<file path="src/rtl/multicycle_control_fsm_if.sv">
// Control bundle between the instruction register / datapath and the multi-cycle sequencer.
// master = sequencer side (drives enables), slave = datapath side.
interface multicycle_control_fsm_if;
  logic [3:0] opcode;
  logic [3:0] funct;
  logic       zero;
  logic       memReady;
  logic       irWrite;
  logic       pcWrite;
  logic       pcSrc;
  logic       regDest;
  logic       aluSrc;
  logic       extOp;
  logic [2:0] aluCtr;
  logic       memRead;
  logic       memWrite;
  logic       memToReg;
  logic       regWrite;
  logic       instrDone;
  logic       busError;
  logic       illegalInstr;

  modport master (
    input  opcode, funct, zero, memReady,
    output irWrite, pcWrite, pcSrc, regDest, aluSrc, extOp, aluCtr,
           memRead, memWrite, memToReg, regWrite, instrDone, busError, illegalInstr
  );

  modport slave (
    output opcode, funct, zero, memReady,
    input  irWrite, pcWrite, pcSrc, regDest, aluSrc, extOp, aluCtr,
           memRead, memWrite, memToReg, regWrite, instrDone, busError, illegalInstr
  );
endinterface

</file>
<file path="src/rtl/multicycle_control_fsm.sv">
// Multi-cycle FETCH/DECODE/EXEC/MEM/WB sequencer with memory-wait timeout.
// Define ILLEGAL_TRAP_EN to halt on undefined opcode/funct; otherwise they retire as NOPs.
module multicycle_control_fsm #(
  parameter int MEM_WAIT_MAX = 15
) (
  input  logic                       clk,
  input  logic                       reset,
  multicycle_control_fsm_if.master   bus
);
  typedef enum logic [2:0] {S_FETCH, S_DECODE, S_EXEC, S_MEM, S_WB, S_HALT} state_t;

  localparam logic [3:0] OP_R    = 4'b0000;
  localparam logic [3:0] OP_ADDI = 4'b0001;
  localparam logic [3:0] OP_ORI  = 4'b0010;
  localparam logic [3:0] OP_LW   = 4'b0011;
  localparam logic [3:0] OP_SW   = 4'b0100;
  localparam logic [3:0] OP_BEQ  = 4'b0101;
  localparam logic [7:0] WAIT_LAST = 8'(MEM_WAIT_MAX - 1);

  state_t     state_reg;
  logic [7:0] wait_cnt_reg;
  logic       bus_error_reg;
  logic       legal;
  logic       timeout;
  logic [2:0] alu_op;

  always_comb begin
    legal   = (bus.opcode <= OP_BEQ) && ((bus.opcode != OP_R) || (bus.funct <= 4'b0101));
    timeout = (state_reg == S_FETCH || state_reg == S_MEM) && !bus.memReady
              && (wait_cnt_reg == WAIT_LAST);
  end

  always_comb begin
    alu_op = 3'b010;
    unique case (bus.opcode)
      OP_R: begin
        unique case (bus.funct)
          4'b0001: alu_op = 3'b110;
          4'b0010: alu_op = 3'b000;
          4'b0011: alu_op = 3'b001;
          4'b0100: alu_op = 3'b111;
          4'b0101: alu_op = 3'b011;
          default: alu_op = 3'b010;
        endcase
      end
      OP_ORI:  alu_op = 3'b001;
      OP_BEQ:  alu_op = 3'b110;
      default: alu_op = 3'b010;
    endcase
  end

`ifdef ILLEGAL_TRAP_EN
  logic illegal_reg;
`endif

  always_ff @(posedge clk) begin
    if (reset) begin
      state_reg     <= S_FETCH;
      wait_cnt_reg  <= 8'd0;
      bus_error_reg <= 1'b0;
`ifdef ILLEGAL_TRAP_EN
      illegal_reg   <= 1'b0;
`endif
    end else begin
      wait_cnt_reg <= 8'd0;
      unique case (state_reg)
        S_FETCH: begin
          if (bus.memReady) begin
            state_reg <= S_DECODE;
          end else if (timeout) begin
            state_reg     <= S_HALT;
            bus_error_reg <= 1'b1;
          end else begin
            wait_cnt_reg <= wait_cnt_reg + 8'd1;
          end
        end
        S_DECODE: begin
          if (legal) begin
            state_reg <= S_EXEC;
          end else begin
`ifdef ILLEGAL_TRAP_EN
            state_reg   <= S_HALT;
            illegal_reg <= 1'b1;
`else
            state_reg <= S_FETCH;
`endif
          end
        end
        S_EXEC: begin
          unique case (bus.opcode)
            OP_R, OP_ADDI, OP_ORI: state_reg <= S_WB;
            OP_LW, OP_SW:          state_reg <= S_MEM;
            default:               state_reg <= S_FETCH;
          endcase
        end
        S_MEM: begin
          if (bus.memReady) begin
            state_reg <= (bus.opcode == OP_LW) ? S_WB : S_FETCH;
          end else if (timeout) begin
            state_reg     <= S_HALT;
            bus_error_reg <= 1'b1;
          end else begin
            wait_cnt_reg <= wait_cnt_reg + 8'd1;
          end
        end
        S_WB:    state_reg <= S_FETCH;
        S_HALT:  state_reg <= S_HALT;
        default: state_reg <= S_FETCH;
      endcase
    end
  end

  // Enables are decoded from the current step and forced low while reset is held,
  // so a write in flight during reset never reaches the datapath.
  always_comb begin
    bus.irWrite   = 1'b0;
    bus.pcWrite   = 1'b0;
    bus.pcSrc     = 1'b0;
    bus.regDest   = 1'b0;
    bus.aluSrc    = 1'b0;
    bus.extOp     = 1'b0;
    bus.aluCtr    = 3'b000;
    bus.memRead   = 1'b0;
    bus.memWrite  = 1'b0;
    bus.memToReg  = 1'b0;
    bus.regWrite  = 1'b0;
    bus.instrDone = 1'b0;
    if (!reset) begin
      unique case (state_reg)
        S_FETCH: begin
          bus.memRead = 1'b1;
          bus.irWrite = bus.memReady;
          bus.pcWrite = bus.memReady;
        end
        S_DECODE: begin
`ifndef ILLEGAL_TRAP_EN
          bus.instrDone = !legal;
`endif
        end
        S_EXEC: begin
          bus.aluSrc  = (bus.opcode == OP_ADDI) || (bus.opcode == OP_ORI) ||
                        (bus.opcode == OP_LW)   || (bus.opcode == OP_SW);
          bus.extOp   = (bus.opcode != OP_R) && (bus.opcode != OP_ORI);
          bus.aluCtr  = alu_op;
          bus.regDest = (bus.opcode == OP_R);
          if (bus.opcode == OP_BEQ) begin
            bus.pcWrite   = bus.zero;
            bus.pcSrc     = 1'b1;
            bus.instrDone = 1'b1;
          end
        end
        S_MEM: begin
          bus.memRead   = (bus.opcode == OP_LW);
          bus.memWrite  = (bus.opcode == OP_SW);
          bus.instrDone = (bus.opcode == OP_SW) && bus.memReady;
        end
        S_WB: begin
          bus.regWrite  = 1'b1;
          bus.memToReg  = (bus.opcode == OP_LW);
          bus.regDest   = (bus.opcode == OP_R);
          bus.instrDone = 1'b1;
        end
        default: ;
      endcase
    end
  end

  assign bus.busError = bus_error_reg & ~reset;
`ifdef ILLEGAL_TRAP_EN
  assign bus.illegalInstr = illegal_reg & ~reset;
`else
  assign bus.illegalInstr = 1'b0;
`endif
endmodule

</file>
<file path="src/flat_wrapper.sv">
// flat-port wrapper written by rule: the top's interface ports become plain ports
module multicycle_control_fsm_flat 
#(
  parameter int MEM_WAIT_MAX = 15
)
  (clk, reset, bus_opcode, bus_funct, bus_zero, bus_memReady, bus_irWrite, bus_pcWrite, bus_pcSrc, bus_regDest, bus_aluSrc, bus_extOp, bus_aluCtr, bus_memRead, bus_memWrite, bus_memToReg, bus_regWrite, bus_instrDone, bus_busError, bus_illegalInstr);
  multicycle_control_fsm_if bus_i ();
  input  logic clk;
  input  logic reset;
  input wire logic [$bits(bus_i.opcode)-1:0] bus_opcode;
  input wire logic [$bits(bus_i.funct)-1:0] bus_funct;
  input wire logic [$bits(bus_i.zero)-1:0] bus_zero;
  input wire logic [$bits(bus_i.memReady)-1:0] bus_memReady;
  output wire logic [$bits(bus_i.irWrite)-1:0] bus_irWrite;
  output wire logic [$bits(bus_i.pcWrite)-1:0] bus_pcWrite;
  output wire logic [$bits(bus_i.pcSrc)-1:0] bus_pcSrc;
  output wire logic [$bits(bus_i.regDest)-1:0] bus_regDest;
  output wire logic [$bits(bus_i.aluSrc)-1:0] bus_aluSrc;
  output wire logic [$bits(bus_i.extOp)-1:0] bus_extOp;
  output wire logic [$bits(bus_i.aluCtr)-1:0] bus_aluCtr;
  output wire logic [$bits(bus_i.memRead)-1:0] bus_memRead;
  output wire logic [$bits(bus_i.memWrite)-1:0] bus_memWrite;
  output wire logic [$bits(bus_i.memToReg)-1:0] bus_memToReg;
  output wire logic [$bits(bus_i.regWrite)-1:0] bus_regWrite;
  output wire logic [$bits(bus_i.instrDone)-1:0] bus_instrDone;
  output wire logic [$bits(bus_i.busError)-1:0] bus_busError;
  output wire logic [$bits(bus_i.illegalInstr)-1:0] bus_illegalInstr;
  assign bus_i.opcode = bus_opcode;
  assign bus_i.funct = bus_funct;
  assign bus_i.zero = bus_zero;
  assign bus_i.memReady = bus_memReady;
  assign bus_irWrite = bus_i.irWrite;
  assign bus_pcWrite = bus_i.pcWrite;
  assign bus_pcSrc = bus_i.pcSrc;
  assign bus_regDest = bus_i.regDest;
  assign bus_aluSrc = bus_i.aluSrc;
  assign bus_extOp = bus_i.extOp;
  assign bus_aluCtr = bus_i.aluCtr;
  assign bus_memRead = bus_i.memRead;
  assign bus_memWrite = bus_i.memWrite;
  assign bus_memToReg = bus_i.memToReg;
  assign bus_regWrite = bus_i.regWrite;
  assign bus_instrDone = bus_i.instrDone;
  assign bus_busError = bus_i.busError;
  assign bus_illegalInstr = bus_i.illegalInstr;
  multicycle_control_fsm #(.MEM_WAIT_MAX(MEM_WAIT_MAX)) u_core (.clk(clk), .reset(reset), .bus(bus_i));
endmodule
</file>
<file path="config.mk">
export PLATFORM = sky130hd
export DESIGN_NAME = multicycle_control_fsm_flat
export DESIGN_NICKNAME = d
export VERILOG_FILES = /design/src/rtl/multicycle_control_fsm_if.sv /design/src/rtl/multicycle_control_fsm.sv /design/src/flat_wrapper.sv
export SDC_FILE = /design/constraint.sdc
export NUM_CORES = 1
export LEC_CHECK = 0
export CORE_ASPECT_RATIO = 0.9
export CORE_UTILIZATION = 42
export DETAILED_ROUTE_END_ITERATION = 10
export HOLD_SLACK_MARGIN = 0.06
export PLACE_DENSITY = 0.75
export SLEW_MARGIN = 15
export SYNTH_ARGS = -nofsm -noshare
export SYNTH_HDL_FRONTEND = slang
export SYNTH_SLANG_ARGS = --single-unit
</file>
<file path="constraint.sdc">
create_clock -name clk -period 1.6 [get_ports clk]
set_input_delay 0.32 -clock clk [delete_from_list [all_inputs] [get_ports clk]]
set_output_delay 0.32 -clock clk [all_outputs]
set_load 0.02 [all_outputs]
</file>
Word level (Yosys, flattened, before mapping)
Index checks and enable logic that the tools add are counted.
{"block": "totals", "out_inout_bits": 16, "elab_cells": 83, "input_bits": 12, "regBits": 12}
{"block": "classes", "n_mux": 35, "reduce_logical": 21, "addsub": 1, "bitwise_logic": 4, "magnitude_cmp": 2, "eq_ne": 17}
{"cell": "3-bit one-hot mux with 5 select lines", "count": 2}
{"cell": "1-bit two-way mux", "count": 21}
{"cell": "3-bit two-way mux", "count": 6}
{"cell": "4-bit by 2-bit == test with 1-bit output, second input constant", "count": 4}
{"cell": "4-bit by 3-bit == test with 1-bit output, second input constant", "count": 4}
{"cell": "3-bit one-hot mux with 3 select lines", "count": 1}
{"cell": "8-bit by 1-bit adder with 8-bit output, second input constant", "count": 1}
{"cell": "4-bit by 1-bit == test with 1-bit output, second input constant", "count": 2}
{"cell": "8-bit by 4-bit == test with 1-bit output, second input constant", "count": 1}
{"cell": "4-bit by 3-bit less-or-equal comparator with 1-bit output, second input constant", "count": 2}
{"cell": "3-bit by 2-bit == test with 1-bit output, second input constant", "count": 2}
{"cell": "3-bit == test, second input constant", "count": 2}
{"cell": "3-bit one-hot mux with 2 select lines", "count": 1}
{"cell": "2-bit OR reduction", "count": 3}
{"cell": "1-bit logical AND", "count": 5}
{"cell": "1-bit logical OR", "count": 5}
{"cell": "4-bit zero test", "count": 1}
{"cell": "4-bit by 2-bit != test with 1-bit output, second input constant", "count": 1}
{"cell": "1-bit one-hot mux with 2 select lines", "count": 2}
{"cell": "1-bit one-hot mux with 4 select lines", "count": 1}
{"cell": "4-bit nonzero test", "count": 1}
{"cell": "4-bit OR reduction", "count": 1}
{"cell": "3-bit by 1-bit == test with 1-bit output, second input constant", "count": 1}
{"cell": "3-bit zero test", "count": 1}
{"cell": "6 further kinds", "count": 9}

Depth between registers and ports, before layout
Gate-level depths: netlist of run 1.
{"block": "depth", "ltp_word": 7, "depth_mapped": 6, "mapped_depth_nobuf": 5}

Least setup slack after synthesis of run 1
Ideal clock, no wire load.
{"block": "synth_timing", "kind": "flip-flop to output port", "from": "register u_core.state_reg[0]", "to": "output bus_memToReg", "path_buffers": 1, "setup_slack_ns": -0.503, "t_required_ns": 1.280, "stages_incl_launch_ff": 4, "arrival_ns": 1.783, "path_cell_list": "dfxtp_1 -> clkbuf_1 -> nor4b_1 -> and4_1"}
{"block": "synth_via", "elab_chain_len": 3}
{"element": "from (decl)", "line_no": "multicycle_control_fsm.sv:20", "rtl": "state_t state_reg;"}
{"element": "from (signal assigned)", "line_no": "multicycle_control_fsm.sv:98", "rtl": "state_reg <= (bus.opcode == OP_LW) ? S_WB : S_FETCH;"}
{"element": "3-bit == test", "line_no": "multicycle_control_fsm.sv:129", "rtl": "unique case (state_reg)"}
{"element": "1-bit two-way mux", "line_no": "multicycle_control_fsm.sv:129"}
{"element": "1-bit two-way mux", "line_no": "multicycle_control_fsm.sv:128", "rtl": "if (!reset) begin"}
{"element": "to (decl)", "line_no": "flat_wrapper.sv:23", "rtl": "output wire logic [$bits(bus_i.memToReg)-1:0] bus_memToReg;"}
Every way passes these cells.

Worst setup path in the final report of run 1
{"block": "layout_timing", "from": "input bus_opcode[1]", "to": "output bus_memRead"}
{"block": "layout_via", "elab_chain_len": 3}
{"element": "from (decl)", "line_no": "flat_wrapper.sv:10", "rtl": "input wire logic [$bits(bus_i.opcode)-1:0] bus_opcode;"}
{"element": "4-bit by 2-bit == test with 1-bit output", "line_no": "multicycle_control_fsm.sv:153", "rtl": "bus.memRead = (bus.opcode == OP_LW);"}
{"element": "1-bit one-hot mux with 2 select lines", "line_no": "multicycle_control_fsm.sv:129"}
{"element": "1-bit two-way mux", "line_no": "multicycle_control_fsm.sv:128"}
{"element": "to (decl)", "line_no": "flat_wrapper.sv:21", "rtl": "output wire logic [$bits(bus_i.memRead)-1:0] bus_memRead;"}
Every way passes these cells.

==> flow_summary.ini, run 1 <==
[final_layout]
syn_to_final_growth_pct = 107
layout_common_cells = buf_4, buf_6, dfxtp_1
final_area_mm2 = 0.00197
nets = 212
largest_reg_flops = 8
ff_latch_area_um2 = 251
fillers = 32
layout_commonest_cell = buf_4
antennaDiodeCount = 0
multi_input_area_um2 = 901
drive_above_1_share = 0.653

[pwr]
vdd_drop_max_v = 0.000549
finalPower_uw = 869
power_density_mw_per_mm2 = 441
p_leak_nw = 0.823

[yosys]
ys_types = 42
synthCells = 120
synth_seq_cells = 12
ys_seq_area_frac = 0.253
syn_area_um2 = 951
avgSynthCellArea_um2 = 7.92
yosysWarnings = 0
synthesis.nets = 134

[setup_path]
cp-startpoint = bus_opcode[1]
critical_path_class = in2out
worstPathBufferInverterCount = 5
slowest_delay_ns = 0.29
cp_slowest_cell = nor4_2
setup.worst_path.start_class = input port
worst_r2r_startpoint = u_core.state_reg[0]
cp_max_fo = 6
cp.arrival_ns = 1.51
cp.required_ns = 1.28
critPathCaptureType = output port
crit_chain = buf_6 > buf_6 > buf_4 > buf_8 > nand2_1 > nor4_2 > o21a_1 > buf_4
r2r_slack_ns = -0.07
critPathTopFamily = buffers and inverters

[clock_network]
h-tree-depth = 1
clk_latency_ns = 0.28
cts_buffer_depth = 2
root_buffer = clkbuf_4
cts.clk_slew.worst_paths_ns = 0.08
numCtsBuffers = 3
clock-sinks = 12
cts_tree = built

[outcome]
violations = negative setup slack
status = finished with violations

[grt]
grt_pass1_vias = 1244
grt_pass1_wl_um = 6210
grt_overflow = 0
grt_start_max_net_pins = 9
grtUsageTotal = 0.365
antenna_found_initial = 0

[sta]
min_period_ns = 1.83
setup_ws_ns = -0.228
fin_skew_ns = 0.00229
final_hold_viol_count = 0
tns_ns = -2.08
max_freq_mhz = 547
setup_viol = 21
drv_slew = 0
rsz0062_at_grt = true
hold_slack_ns = 0.533
period_share = 1.14

[die]
die_h_um = 47.1
core_area_mm2 = 0.00203
core.rowCount = 15
ios = 28
dieArea_mm2 = 0.00246
initial_core_util = 0.469
fp.dieW_um = 52.2

[placed_design]
hpwlAfterDp_um = 2320
dpl_cell_area_mm2 = 0.00158
dp_slack_ns = -0.932
gp_congestion = 0.863
io_buffer_count = 26

[min_path]
min-delay-start = u_core.bus_error_reg
worst_hold_path_type = reg2reg

[route]
via_count = 1401
via_per_inst = 6.34
drtIter0Drc = 107
drtPass1Iterations = 5
route.detailed.drc = 0
wl_per_cell_um = 24.0
wl_um = 5300
ant_nets = 0

[job]
cap_violations = 0
[cell type report]
class                      count  area share
timing repair buffer          83       0.383
multi-input combinational     95       0.457
inverter                       3     0.00571
sequential                    12       0.128
tap                           25      0.0159
clock buffer                   3      0.0114
[final timing paths]
kind | endpoint | depth (start not counted)
worst max-delay path | bus_memRead | 8
worst min-delay path | u_core.bus_error_reg | 2
worst max register to register | u_core.wait_cnt_reg[4] | 6
worst min register to register | u_core.bus_error_reg | 2
[stage by stage]
step | utilization | cells
after floorplan | - | 120
after detailed placement | 0.778 | 201
after global placement | 0.778 | 201
after CTS | 0.895 | 217
after global routing | 0.973 | 221
final | 0.973 | 221
[power breakdown]
part / total (mW) / internal, mW / switching [mW] / leakage [nW]
clock network: 0.194 / 0.0874 / 0.107 / 0.0138
registers: 0.310 / 0.300 / 0.00986 / 0.0994
logic: 0.364 / 0.183 / 0.182 / 0.710
total: 0.869 / 0.571 / 0.298 / 0.823
[worst register-to-register path, cell delays in order, from the launching register on]
cell and delay (ns):
dfxtp_4 0.39, nor2b_1 0.17, buf_4 0.16, nor4_4 0.18
or3b_4 0.43, buf_12 0.16, nor2_2 0.10
[Yosys cell counts]
library cell  instances  area share
a2111oi_2             1       0.016
a21o_1                1      0.0079
a21oi_1               7       0.037
a22oi_1               1      0.0079
a2bb2oi_1             1      0.0092
a32oi_1               2       0.018
and2_1                1      0.0066
and3_1                2       0.013
and4_1                1      0.0092
and4b_1               1       0.011
buf_2                 3       0.016
buf_4                 1      0.0079
buf_6                 2       0.024
clkbuf_1              4       0.016
conb_1                1      0.0039
dfxtp_1              12        0.25
ha_1                  2       0.026
inv_1                 3       0.012
mux2i_1               3       0.032
nand2_1              11       0.043
nand3_1               2       0.011
nand3b_1              3       0.024
nand4_1               3       0.020
nor2_1               11       0.043
nor2_2                7       0.046
nor2_4                1       0.012
nor2b_1               3       0.020
nor2b_4               1       0.014
nor3_1                4       0.021
nor3b_1               2       0.016
nor4_1                5       0.033
nor4_4                1       0.022
nor4b_1               1      0.0092
o211ai_1              1      0.0079
o21a_1                1      0.0079
o21ai_0               1      0.0053
o31a_1                1      0.0092
o41ai_1               1      0.0092
or3b_1                1      0.0092
or3b_2                1      0.0092
xnor2_1               2       0.018
xor2_1                7       0.064
[cell families (layout without fill, tap and decap cells)]
family	after synthesis	after routing	synth area share
and+or+nand+nor	62	62	0.392
AOI/OAI and AO/OA	18	18	0.136
buffers and inverters	13	89	0.0750
DFF	12	12	0.253
xor gates and xnor gates	9	9	0.0829
muxes	3	3	0.0316
adders and majority gates	2	2	0.0263
other	1	1	0.00394
[per-layer routing]
metal / wire, um / GRT usage / vias up
li1: - / - / 581
met1: 1860 / 0.385 / 645
met2: 2480 / 0.649 / 120
met4: 399 / 0.174 / 0
met5: 0 / 0 / -
met3: 555 / 0.146 / 55
[what timing repair did]
item | 4_1_cts | 5_1_grt
setup endpoints to repair | 25 | 23
gates resized for setup | 150 | 29
setup buffers | 13 | 4
hold buffers | 0 | 0
pin swaps | 22 | 16
(Power assumes the default switching activity.)
==> run 2, diff against run 1 <==
--- a/config.mk
+++ b/config.mk
@@ -8,7 +8,6 @@
 export CORE_ASPECT_RATIO = 0.9
 export CORE_UTILIZATION = 42
 export DETAILED_ROUTE_END_ITERATION = 10
-export HOLD_SLACK_MARGIN = 0.06
 export PLACE_DENSITY = 0.75
 export SLEW_MARGIN = 15
 export SYNTH_ARGS = -nofsm -noshare
==> results of run 2 <==
Same layout as run 1: the final DEF is identical, and so are final timing and power.
==> run 3, diff against run 2 <==
--- a/config.mk
+++ b/config.mk
@@ -6,10 +6,11 @@
 export NUM_CORES = 1
 export LEC_CHECK = 0
 export CORE_ASPECT_RATIO = 0.9
-export CORE_UTILIZATION = 42
+export CORE_UTILIZATION = 46
 export DETAILED_ROUTE_END_ITERATION = 10
-export PLACE_DENSITY = 0.75
+export PLACE_DENSITY = 0.78
 export SLEW_MARGIN = 15
 export SYNTH_ARGS = -nofsm -noshare
 export SYNTH_HDL_FRONTEND = slang
 export SYNTH_SLANG_ARGS = --single-unit
+export TNS_END_PERCENT = 100
==> constraint.sdc (replaced) <==
create_clock -name clk -period 2.1 [get_ports clk]
set_input_delay 0.42 -clock clk [delete_from_list [all_inputs] [get_ports clk]]
set_output_delay 0.42 -clock clk [all_outputs]
set_load 0.02 [all_outputs]
==> flow_summary.ini, run 3 (same netlist as run 1, synthesis figures left out) <==
[outcome]
status = finished clean

[final_layout]
final_util = 0.750
antennaDiodeCount = 0
largest_reg_flops = 8
layout_common_cells = buf_4, dlygate4sd2_1, nand2_1, dfxtp_1, nor2_1
ff_latch_area_um2 = 241
fillers = 143
multi_input_area_um2 = 697
nets = 185
syn_to_final_growth_pct = 52.4
drive_above_1_share = 0.391
layout_commonest_cell = buf_4

[setup_path]
worstPathBufferInverterCount = 3
path_common_cell = buf_4
critical_path_class = in2out
cp_max_fo = 3
cp_slowest_cell = o41ai_2
setup.worst_path.start_class = input port
cp.required_ns = 1.68
cp.arrival_ns = 1.60
slowest_delay_ns = 0.36
critPathCaptureType = output port
crit_chain = dlygate4sd2_1 > o41ai_2 > buf_4 > nand3b_1 > a21oi_2 > buf_4
critPathTopFamily = buffers and inverters

[pwr]
finalPower_uw = 535
switching_share = 0.297
vdd_drop_max_v = 0.000454
power_density_mw_per_mm2 = 369
internal_power_uw = 376
pwr-share-comb = 0.293
p_seq_frac = 0.446
p_clk_frac = 0.261
p_leak_nw = 0.617
netSwitchingPower_uw = 159

[route]
via_count = 1041
wl_per_cell_um = 13.3
via_per_inst = 5.37
wl_um = 2580
drtPass1Iterations = 4
ant_nets = 0
drtIter0Drc = 26
route.detailed.drc = 0

[clock_network]
h-tree-depth = 1
cts.clk_slew.worst_paths_ns = 0.07
clock-sinks = 12
root_buffer = clkbuf_4
cts_buffer_depth = 2
cts_tree = built
clk_latency_ns = 0.27
numCtsBuffers = 3

[sta]
rsz0062_at_grt = false
setup_ws_ns = 0.0801
fin_skew_ns = 0.00151
max_freq_mhz = 495
final_hold_viol_count = 0
drv_slew = 0
period_share = 0.962
hold_slack_ns = 0.486
setup_viol = 0
min_period_ns = 2.02

[die]
dieArea_mm2 = 0.00225
core_area_mm2 = 0.00193
ios = 28
die_h_um = 45.1
fp.dieW_um = 49.9
core.rowCount = 15
initial_core_util = 0.492

[min_path]
worst_hold_path_type = reg2reg

[placed_design]
io_buffer_count = 26
gp_congestion = 0.849
dp_slack_ns = -0.659
hpwlAfterDp_um = 1930

[grt]
grt_pass1_vias = 897
grtUsageTotal = 0.251
grt_start_max_net_pins = 9
grt_overflow = 0
grt_pass1_wl_um = 4160
antenna_found_initial = 0

[job]
cap_violations = 0
[run 3: cell type report]
type                            count  share of cell area
Sequential cell                    12               0.167
Multi-Input combinational cell     95               0.481
Inverter                            3             0.00777
Timing Repair Buffer               56               0.307
Tap cell                           25              0.0216
Clock buffer                        3              0.0155
[run 3: path summary, 6_finish.rpt]
kind	startpoint	endpoint	slack, ns	cells after the start
max	bus_opcode[0]	bus_instrDone	0.08	6
min	u_core.bus_error_reg	u_core.bus_error_reg	0.49	2
max reg2reg	u_core.state_reg[0]	u_core.wait_cnt_reg[7]	0.40	6
min reg2reg	u_core.bus_error_reg	u_core.bus_error_reg	0.49	2
[run 3: worst register-to-register path, delay by kind of cell, from the launching register on]
family | cells | cell delay, ns
simple gates | 4 | 0.79
flops | 1 | 0.53
buf+inv | 2 | 0.34
[run 3: per-layer routing]
layer  GRT usage  vias up  part of all wire
met3      0.0505        3             0.039
met2       0.427       26              0.50
met4      0.0857        0            0.0074
met1       0.320      487              0.46
met5           0        -                 0
li1            -      525                 -
[run 3: what timing repair did]
item	CTS	global route
resized for setup	60	6
hold buffers	0	0
pin swaps	4	2
cloned	1	0
buffers inserted	1	0
endpoints found under the setup margin	15	4
[run 3: per-stage QoR]
step                setup TNS (ns)  cell area [um2]  instances
floorplan                        0              970        120
global placement             -6.31             1410        189
detailed placement           -6.73             1410        189
CTS                              0             1450        194
global route                     0             1450        194
finish                           0             1450        194
[run 3: power groups by stage]
| stage | combinational, mW | sequential [mW] | clock, mW |
|---|---|---|---|
| finish | 0.157 | 0.239 | 0.139 |
| CTS | 0.155 | 0.238 | 0.148 |
| detailed placement | 0.154 | 0.244 | 0 |
| global placement | 0.150 | 0.244 | 0 |
| global route | 0.170 | 0.240 | 0.155 |
| floorplan | 0.0800 | 0.240 | 0 |
